File: src/rtl/ddu_ctrl.sv
// DDU controller: input conditioning, CPU run enable, browse address and 7-segment scan.
// Optional breakpoint halt (pc/bp_pc ports, led[13]) is enabled by defining DDU_BREAK_EN.
module ddu_ctrl #(
    parameter int ADDR_W     = 8,
    parameter int DIGITS     = 8,
    parameter int DEB_CYCLES = 16,
    parameter int SCAN_DIV   = 1024
) (
    input  logic                  clk_500,
    input  logic                  rst,
    input  logic                  cont,
    input  logic                  step,
    input  logic                  mem,
    input  logic                  inc,
    input  logic                  dec,
    input  logic [4*DIGITS-1:0]   reg_data,
    input  logic [4*DIGITS-1:0]   mem_data,
`ifdef DDU_BREAK_EN
    input  logic [4*DIGITS-1:0]   pc,
    input  logic [4*DIGITS-1:0]   bp_pc,
`endif
    output logic                  run,
    output logic [ADDR_W-1:0]     addr,
    output logic [DIGITS-1:0]     an,
    output logic [6:0]            seg,
    output logic [15:0]           led
);

    localparam int PW = (SCAN_DIV > 1) ? $clog2(SCAN_DIV) : 1;
    localparam int IW = (DIGITS > 1) ? $clog2(DIGITS) : 1;
    localparam int CW = $clog2(DEB_CYCLES + 1);

    // Synchroniser bit positions.
    localparam int S_CONT = 0;
    localparam int S_STEP = 1;
    localparam int S_MEM  = 2;
    localparam int S_INC  = 3;
    localparam int S_DEC  = 4;

    function automatic logic [6:0] hex7(input logic [3:0] n);
        case (n)
            4'h0:    hex7 = 7'h40;
            4'h1:    hex7 = 7'h79;
            4'h2:    hex7 = 7'h24;
            4'h3:    hex7 = 7'h30;
            4'h4:    hex7 = 7'h19;
            4'h5:    hex7 = 7'h12;
            4'h6:    hex7 = 7'h02;
            4'h7:    hex7 = 7'h78;
            4'h8:    hex7 = 7'h00;
            4'h9:    hex7 = 7'h10;
            4'hA:    hex7 = 7'h08;
            4'hB:    hex7 = 7'h03;
            4'hC:    hex7 = 7'h46;
            4'hD:    hex7 = 7'h21;
            4'hE:    hex7 = 7'h06;
            4'hF:    hex7 = 7'h0E;
            default: hex7 = 7'h7F;
        endcase
    endfunction

    logic [4:0]           sync1_q, sync2_q;
    logic [2:0]           acc_q, acc_d;
    logic [2:0]           pulse_q, pulse_d;
    logic [2:0][CW-1:0]   cnt_q, cnt_d;
    logic                 run_q, run_d;
    logic                 halted_q, halted_d;
    logic [ADDR_W-1:0]    addr_q, addr_d;
    logic [PW-1:0]        presc_q, presc_d;
    logic [IW-1:0]        idx_q, idx_d;
    logic [DIGITS-1:0]    an_q, an_d;
    logic [6:0]           seg_q, seg_d;
    logic [2:0]           btn_s;
    logic [4*DIGITS-1:0]  word_s;

    // Debounced buttons, bit 0 = step, 1 = inc, 2 = dec.
    assign btn_s  = {sync2_q[S_DEC], sync2_q[S_INC], sync2_q[S_STEP]};
    assign word_s = sync2_q[S_MEM] ? mem_data : reg_data;

    // Next-state logic for debounce, run, address and scan.
    always_comb begin
        acc_d    = acc_q;
        cnt_d    = cnt_q;
        pulse_d  = 3'b000;
        addr_d   = addr_q;
        presc_d  = presc_q + PW'(1);
        idx_d    = idx_q;
        an_d     = an_q;
        seg_d    = seg_q;

        for (int b = 0; b < 3; b++) begin
            if (btn_s[b] != acc_q[b]) begin
                if (cnt_q[b] == CW'(DEB_CYCLES - 1)) begin
                    acc_d[b]   = btn_s[b];
                    cnt_d[b]   = {CW{1'b0}};
                    pulse_d[b] = btn_s[b];
                end else begin
                    cnt_d[b] = cnt_q[b] + CW'(1);
                end
            end else begin
                cnt_d[b] = {CW{1'b0}};
            end
        end

`ifdef DDU_BREAK_EN
        halted_d = sync2_q[S_CONT] & (halted_q | (pc == bp_pc));
`else
        halted_d = 1'b0;
`endif
        // A step pulse re-enables exactly one cycle even while halted.
        run_d = (sync2_q[S_CONT] & ~halted_d) | pulse_q[0];

        case ({pulse_q[1], pulse_q[2]})
            2'b10:   addr_d = addr_q + ADDR_W'(1);
            2'b01:   addr_d = addr_q - ADDR_W'(1);
            default: addr_d = addr_q;
        endcase

        if (presc_q == PW'(SCAN_DIV - 1)) begin
            presc_d = {PW{1'b0}};
            idx_d   = (idx_q == IW'(DIGITS - 1)) ? {IW{1'b0}} : idx_q + IW'(1);
            an_d    = ~(DIGITS'(1) << idx_q);
            seg_d   = hex7(word_s[{idx_q, 2'b00} +: 4]);
        end else begin
            idx_d = idx_q;
        end
    end

    // State registers with synchronous reset.
    always_ff @(posedge clk_500) begin
        if (rst) begin
            sync1_q  <= 5'b00000;
            sync2_q  <= 5'b00000;
            acc_q    <= 3'b000;
            pulse_q  <= 3'b000;
            cnt_q    <= '0;
            run_q    <= 1'b0;
            halted_q <= 1'b0;
            addr_q   <= {ADDR_W{1'b0}};
            presc_q  <= {PW{1'b0}};
            idx_q    <= {IW{1'b0}};
            an_q     <= {DIGITS{1'b1}};
            seg_q    <= 7'h7F;
        end else begin
            sync1_q  <= {dec, inc, mem, step, cont};
            sync2_q  <= sync1_q;
            acc_q    <= acc_d;
            pulse_q  <= pulse_d;
            cnt_q    <= cnt_d;
            run_q    <= run_d;
            halted_q <= halted_d;
            addr_q   <= addr_d;
            presc_q  <= presc_d;
            idx_q    <= idx_d;
            an_q     <= an_d;
            seg_q    <= seg_d;
        end
    end

    // Status LEDs from registered state; with ADDR_W=14 bit 13 shows the halt flag.
    always_comb begin
        led                 = 16'h0000;
        led[ADDR_W-1:0]     = addr_q;
        led[13]             = halted_q;
        led[14]             = sync2_q[S_MEM];
        led[15]             = sync2_q[S_CONT];
    end

    assign run  = run_q;
    assign addr = addr_q;
    assign an   = an_q;
    assign seg  = seg_q;

endmodule

File: config.mk
export PLATFORM = sky130hd
export DESIGN_NAME = ddu_ctrl
export DESIGN_NICKNAME = d
export VERILOG_FILES = /design/src/rtl/ddu_ctrl.sv
export SDC_FILE = /design/constraint.sdc
export NUM_CORES = 1
export LEC_CHECK = 0
export CORE_ASPECT_RATIO = 1.5
export CORE_MARGIN = 3
export CORE_UTILIZATION = 35
export DETAILED_ROUTE_END_ITERATION = 16
export PLACE_DENSITY = 0.74
export SETUP_SLACK_MARGIN = 0.05
export SYNTH_ARGS = -nofsm -noshare
export SYNTH_HDL_FRONTEND = slang
export SYNTH_SLANG_ARGS = --single-unit
File: constraint.sdc
create_clock -name clk_500 -period 6.45 [get_ports clk_500]
set_clock_uncertainty 0.05 [all_clocks]
set_input_delay 1.29 -clock clk_500 [delete_from_list [all_inputs] [get_ports clk_500]]
set_output_delay 1.29 -clock clk_500 [all_outputs]
set_load 0.02 [all_outputs]
---- Word-level counts from Yosys, hierarchy flattened ----
Memories as Yosys holds them, arrays and structs flattened. A register that Yosys moved wholly into a read port is not among the register bits.
Cells that the tools add are included.
word-level totals
  register bits after elaboration ......... 61
  ROM bits ................................ 112
  bits of input ports ..................... 71
  output and inout bits ................... 40
  word-level logic and storage cells ...... 58
  memories kept ........................... 1
cells by class
  add/sub/neg operators ................... 7
  eq/ne operators ......................... 10
  shift operators ......................... 2
  muxes and demuxes ....................... 3
  bitwise operators ....................... 8
  reductions and logical operators ........ 11
memory list
  name             words  bits a word  rd ports  clocked after memory_dff  write ports  RTL line  text
  (no name shown)  16     7            1         1                         0            41        case (n)
operator list
  kind                   number
  $mux 32                1
  $shiftx 32x6->4        1
  $reduce_or 3->1        6
  $pmux 8 s2             1
  $add 5x1->5 const B    3
  $eq 5x4->1 const B     3
  $add 10x1->10 const B  1
  $eq 10x10->1 const B   1
  $add 8x1->8 const B    1
  $not 8->8              1
  $shl 1x3->8 const A    1
  $sub 8x1->8 const B    1
  $not 1->1              6
  $reduce_and 2->1       3
  $add 3x1->3 const B    1
  $eq 3x3->1 const B     1
  $mux 3                 1
  $ne 1x1->1             3
  $eq 2x1->1 const B     1
  $eq 2x2->1 const B     1
  $reduce_bool 2->1      1
  $reduce_or 2->1        1
  $or 1x1->1             1

---- Longest topological paths before layout ----
  depth after elaboration ................. 3
  gate-level depth with buffers ........... 12

---- Worst setup path after synthesis ----
No wires, ideal clock.
  path type ............................... input to register
  start ................................... in mem_data[5]
  end ..................................... reg seg_q[2], in the netlist seg[2]
  library setup time ...................... 122 ps
  arrival ................................. 2990 ps
  required time ........................... 6278 ps
  setup slack ............................. 3288 ps
  cell stages on the path ................. 8
  path through ............................ mux4_2 -> a22oi_2 -> and3_4 -> inv_1 -> ha_1 -> a21boi_0 -> and2_1 -> o32a_1
on the way
  word-level cells in the longest chain between the ends .. 2
RTL lines
  item             RTL line  text
  start, declared  17        input logic [4*DIGITS-1:0] mem_data,
  $mux 32          78        assign word_s = sync2_q[S_MEM] ? mem_data : reg_data;
  $shiftx 32x6->4  123       seg_d = hex7(word_s[{idx_q, 2'b00} +: 4]);
  end, declared    72        logic [6:0] seg_q, seg_d;
Every way passes these cells.
A chain may end at the register's enable or synchronous reset.

---- Worst setup path after layout ----
  start ................................... in mem_data[5]
  end ..................................... reg seg_q[3], in the netlist seg[3]
Same word-level chain as after synthesis.

==> metrics.txt <==
Tmin final=3.40 ns; main flop type after synthesis=dfxtp_1; met2 Use GR=24.6%; Seq cells post-synth=between 60 and 70; mean number of vias per cell=~4.9; Buffers on Ports=104; Cells after Synth=396; worst skew pair latency=0.32 ns; First-pass DRT Iterations=4; # setup viols final=0; fmax=between 200 and 300 MHz; critical path's top delay family=compound AO/OA/AOI/OAI gates; Yosys Warn Count=0; Max-Cap Viols=0; CP endpoint kind=flop; share of cells above drive strength 1=5.77%; crit path DAT=around 3.6 ns; Core Rows=46; chip height=134 um; CTS Hold Bufs=0; routed via count=3,108; slowest stage cell on the critical path=mux4_2; register area share after synthesis=around 36%; Synth Cell Area=~3800 um2; critical path fanouts, max=5; met1 Resource Use GR=13.3%; Worst Setup Path Type=in -> reg; Synth top area share=35.6%; LEAKAGE=1.93 nW; Final period util=52.7%; Hold WC Path Type=reg -> reg; Most Crowded Layer GR=met2; Total Routed Length=7.69 mm; Async S/R FF share, synth=0%; gr usage total=12.9%; Root Buffer=clkbuf_16; Detailed Route Iter0 Violations=110; ANT cells=0; global route overflow=0; Post-Route Utilization=48.3%; Fin. Hold Viols=0; Bufs on Longest Clock Path=2; cells along the critical path=clkdlybuf4s50_1 > mux4_2 > a22oi_2 > and3_4 > ha_1 > a21boi_0 > nor3_1 > a211oi_1; CTS sink cnt=68; pin count of the biggest net entering global routing=41; Post-synth EDFFs=0; Post-DP Area=4790 um2; status=finished, final reports clean; Max Slew Vio Count=0; RSZ-0062 raised after global routing=no; slowest stage delay, CP=between 0.4 and 0.5 ns; Worst Tran Pin Value=0.921 ns; Num CTS Buffers=9; Post-synth top cells=dfxtp_1 (68), nor2_1 (44), nand2_1 (28); Core Box Area=10,600 um2; CP Launch Type=input pin; num ports=111; P&R area growth vs syn=34.3%; initial antenna violation count=0; starting density of the core=35.9%; M3 GR Usage=2.53%; fin area=5140 um2; Pwr Density=211 nW/um2; Slew HR=36.8%; vias in the first global route=3,100; antenna viol nets, final=0; GPL Wtd Cong=0.848; Post-route DRC=0; Avg WL per Cell=12.2 um; most common cell in the netlist=dfxtp_1; Post-CTS Setup Inserts=0; HPWL after DPL=6.05 mm; CTS tree=built; first-pass GRT wire length=13.1 mm; Buffers & Inverters on Critical Path=1; top post-synthesis cells by area=dfxtp_1 (36%), mux4_1 (8.9%), ha_1 (6.5%); syn avg cell area=9.66 um2; Cell variety after synth=62; post-cts resize count=0; die area=12,200 um2; Die W=91.4 um; Setup Total Neg Slack=0 ns; Clock transition at path regs=0.05 ns; H-Tree Level Count=3; worst endpoint required time=between 6 and 7 ns; leading area contributor after synthesis=dfxtp_1; # nets final=approximately 570; worst vdd ir=0.000119 V
==> path summary, 6_finish.rpt <==
check	from	end	cells past startpoint	slack, ns
worst max register to register	sync2_q[2]	seg[3]	7	3.35
worst min register to register	sync1_q[1]	sync2_q[1]	1	0.38
worst max-delay path	mem_data[5]	seg[3]	8	3.05
worst min-delay path	sync1_q[1]	sync2_q[1]	1	0.38
==> state kept, by name, summed over array words and instances, names as in the netlist <==
| register | flops |
|---|---|
| cnt_q | 15 |
| presc_q | 10 |
| addr | 8 |
| an | 8 |
| seg | 7 |
| sync1_q | 5 |
| sync2_q | 5 |
| acc_q | 3 |
| idx_q | 3 |
| pulse_q | 3 |
| run | 1 |
==> worst reg2reg max path: cells and delay by family, from the launching register on <==
family	cells	cell delay (ns)
flops	1	0.93
mux	1	0.63
compound gates	3	0.83
fa+ha+maj	1	0.25
simple gates	2	0.32
==> layout make-up <==
type / count / area [um2]
flip-flops and latches: 68 / 1360
clock buffers: 10 / 239
multi-input cells: 281 / 2140
well taps: 144 / 180
fillers: 987 / 5510
repair buffers: 105 / 1050
clock inverters: 6 / 111
inverters: 15 / 56.3
==> where the power goes <==
part	switching, W	internal, W	leakage (nW)
Clock	0.000174	0.000388	0.169
Sequential	0.00000492	0.000426	0.551
Combinational	0.0000320	0.0000607	1.21
Total	0.000211	0.000874	1.93
==> kinds of logic after synthesis <==
group / Yosys count / synth area share, %
AOI/OAI and AO/OA: 53 / 9.48
xor gates and xnor gates: 24 / 5.49
adders and majority gates: 20 / 6.54
buffers and inverters: 52 / 8.89
DFF: 68 / 35.6
muxes: 31 / 14.0
other: 1 / 0.0980
and+or+nand+nor: 147 / 19.9
==> placed cells by master (no fill, tap or decap), types with 3 or more instances in the layout <==
cell and n:
a211oi_1 4, a21o_1 4, a21oi_1 11, a22oi_1 4, a311o_1 3, and3_1 6, bufinv_16 3, clkbuf_16 9
clkdlybuf4s50_1 104, conb_1 6, dfxtp_1 68, ha_1 20, inv_1 14, mux2i_1 15, mux4_1 13, nand2_1 28
nand3_1 24, nor2_1 44, nor2b_1 13, nor3_1 3, nor4bb_1 3, o21ai_0 10, or3_1 8, xnor2_1 11
xor2_1 13
==> through the flow <==
step,hold slack [ns],setup WS (ns),instances,power (W)
global placement,0.371,2.78,613,0.000531
finish,0.383,3.05,629,0.00108
CTS,0.387,3.04,629,0.00110
global route,0.405,2.90,629,0.00112
floorplan,0.364,3.29,401,0.000489
detailed placement,0.374,2.73,613,0.000533
==> layer usage <==
layer / share of wire (%) / up-vias
met4: 2.0 / 0
met2: 54 / 115
met5: 0 / -
li1: - / 1543
met3: 5.8 / 10
met1: 38 / 1440
(Power assumes the default switching activity.)
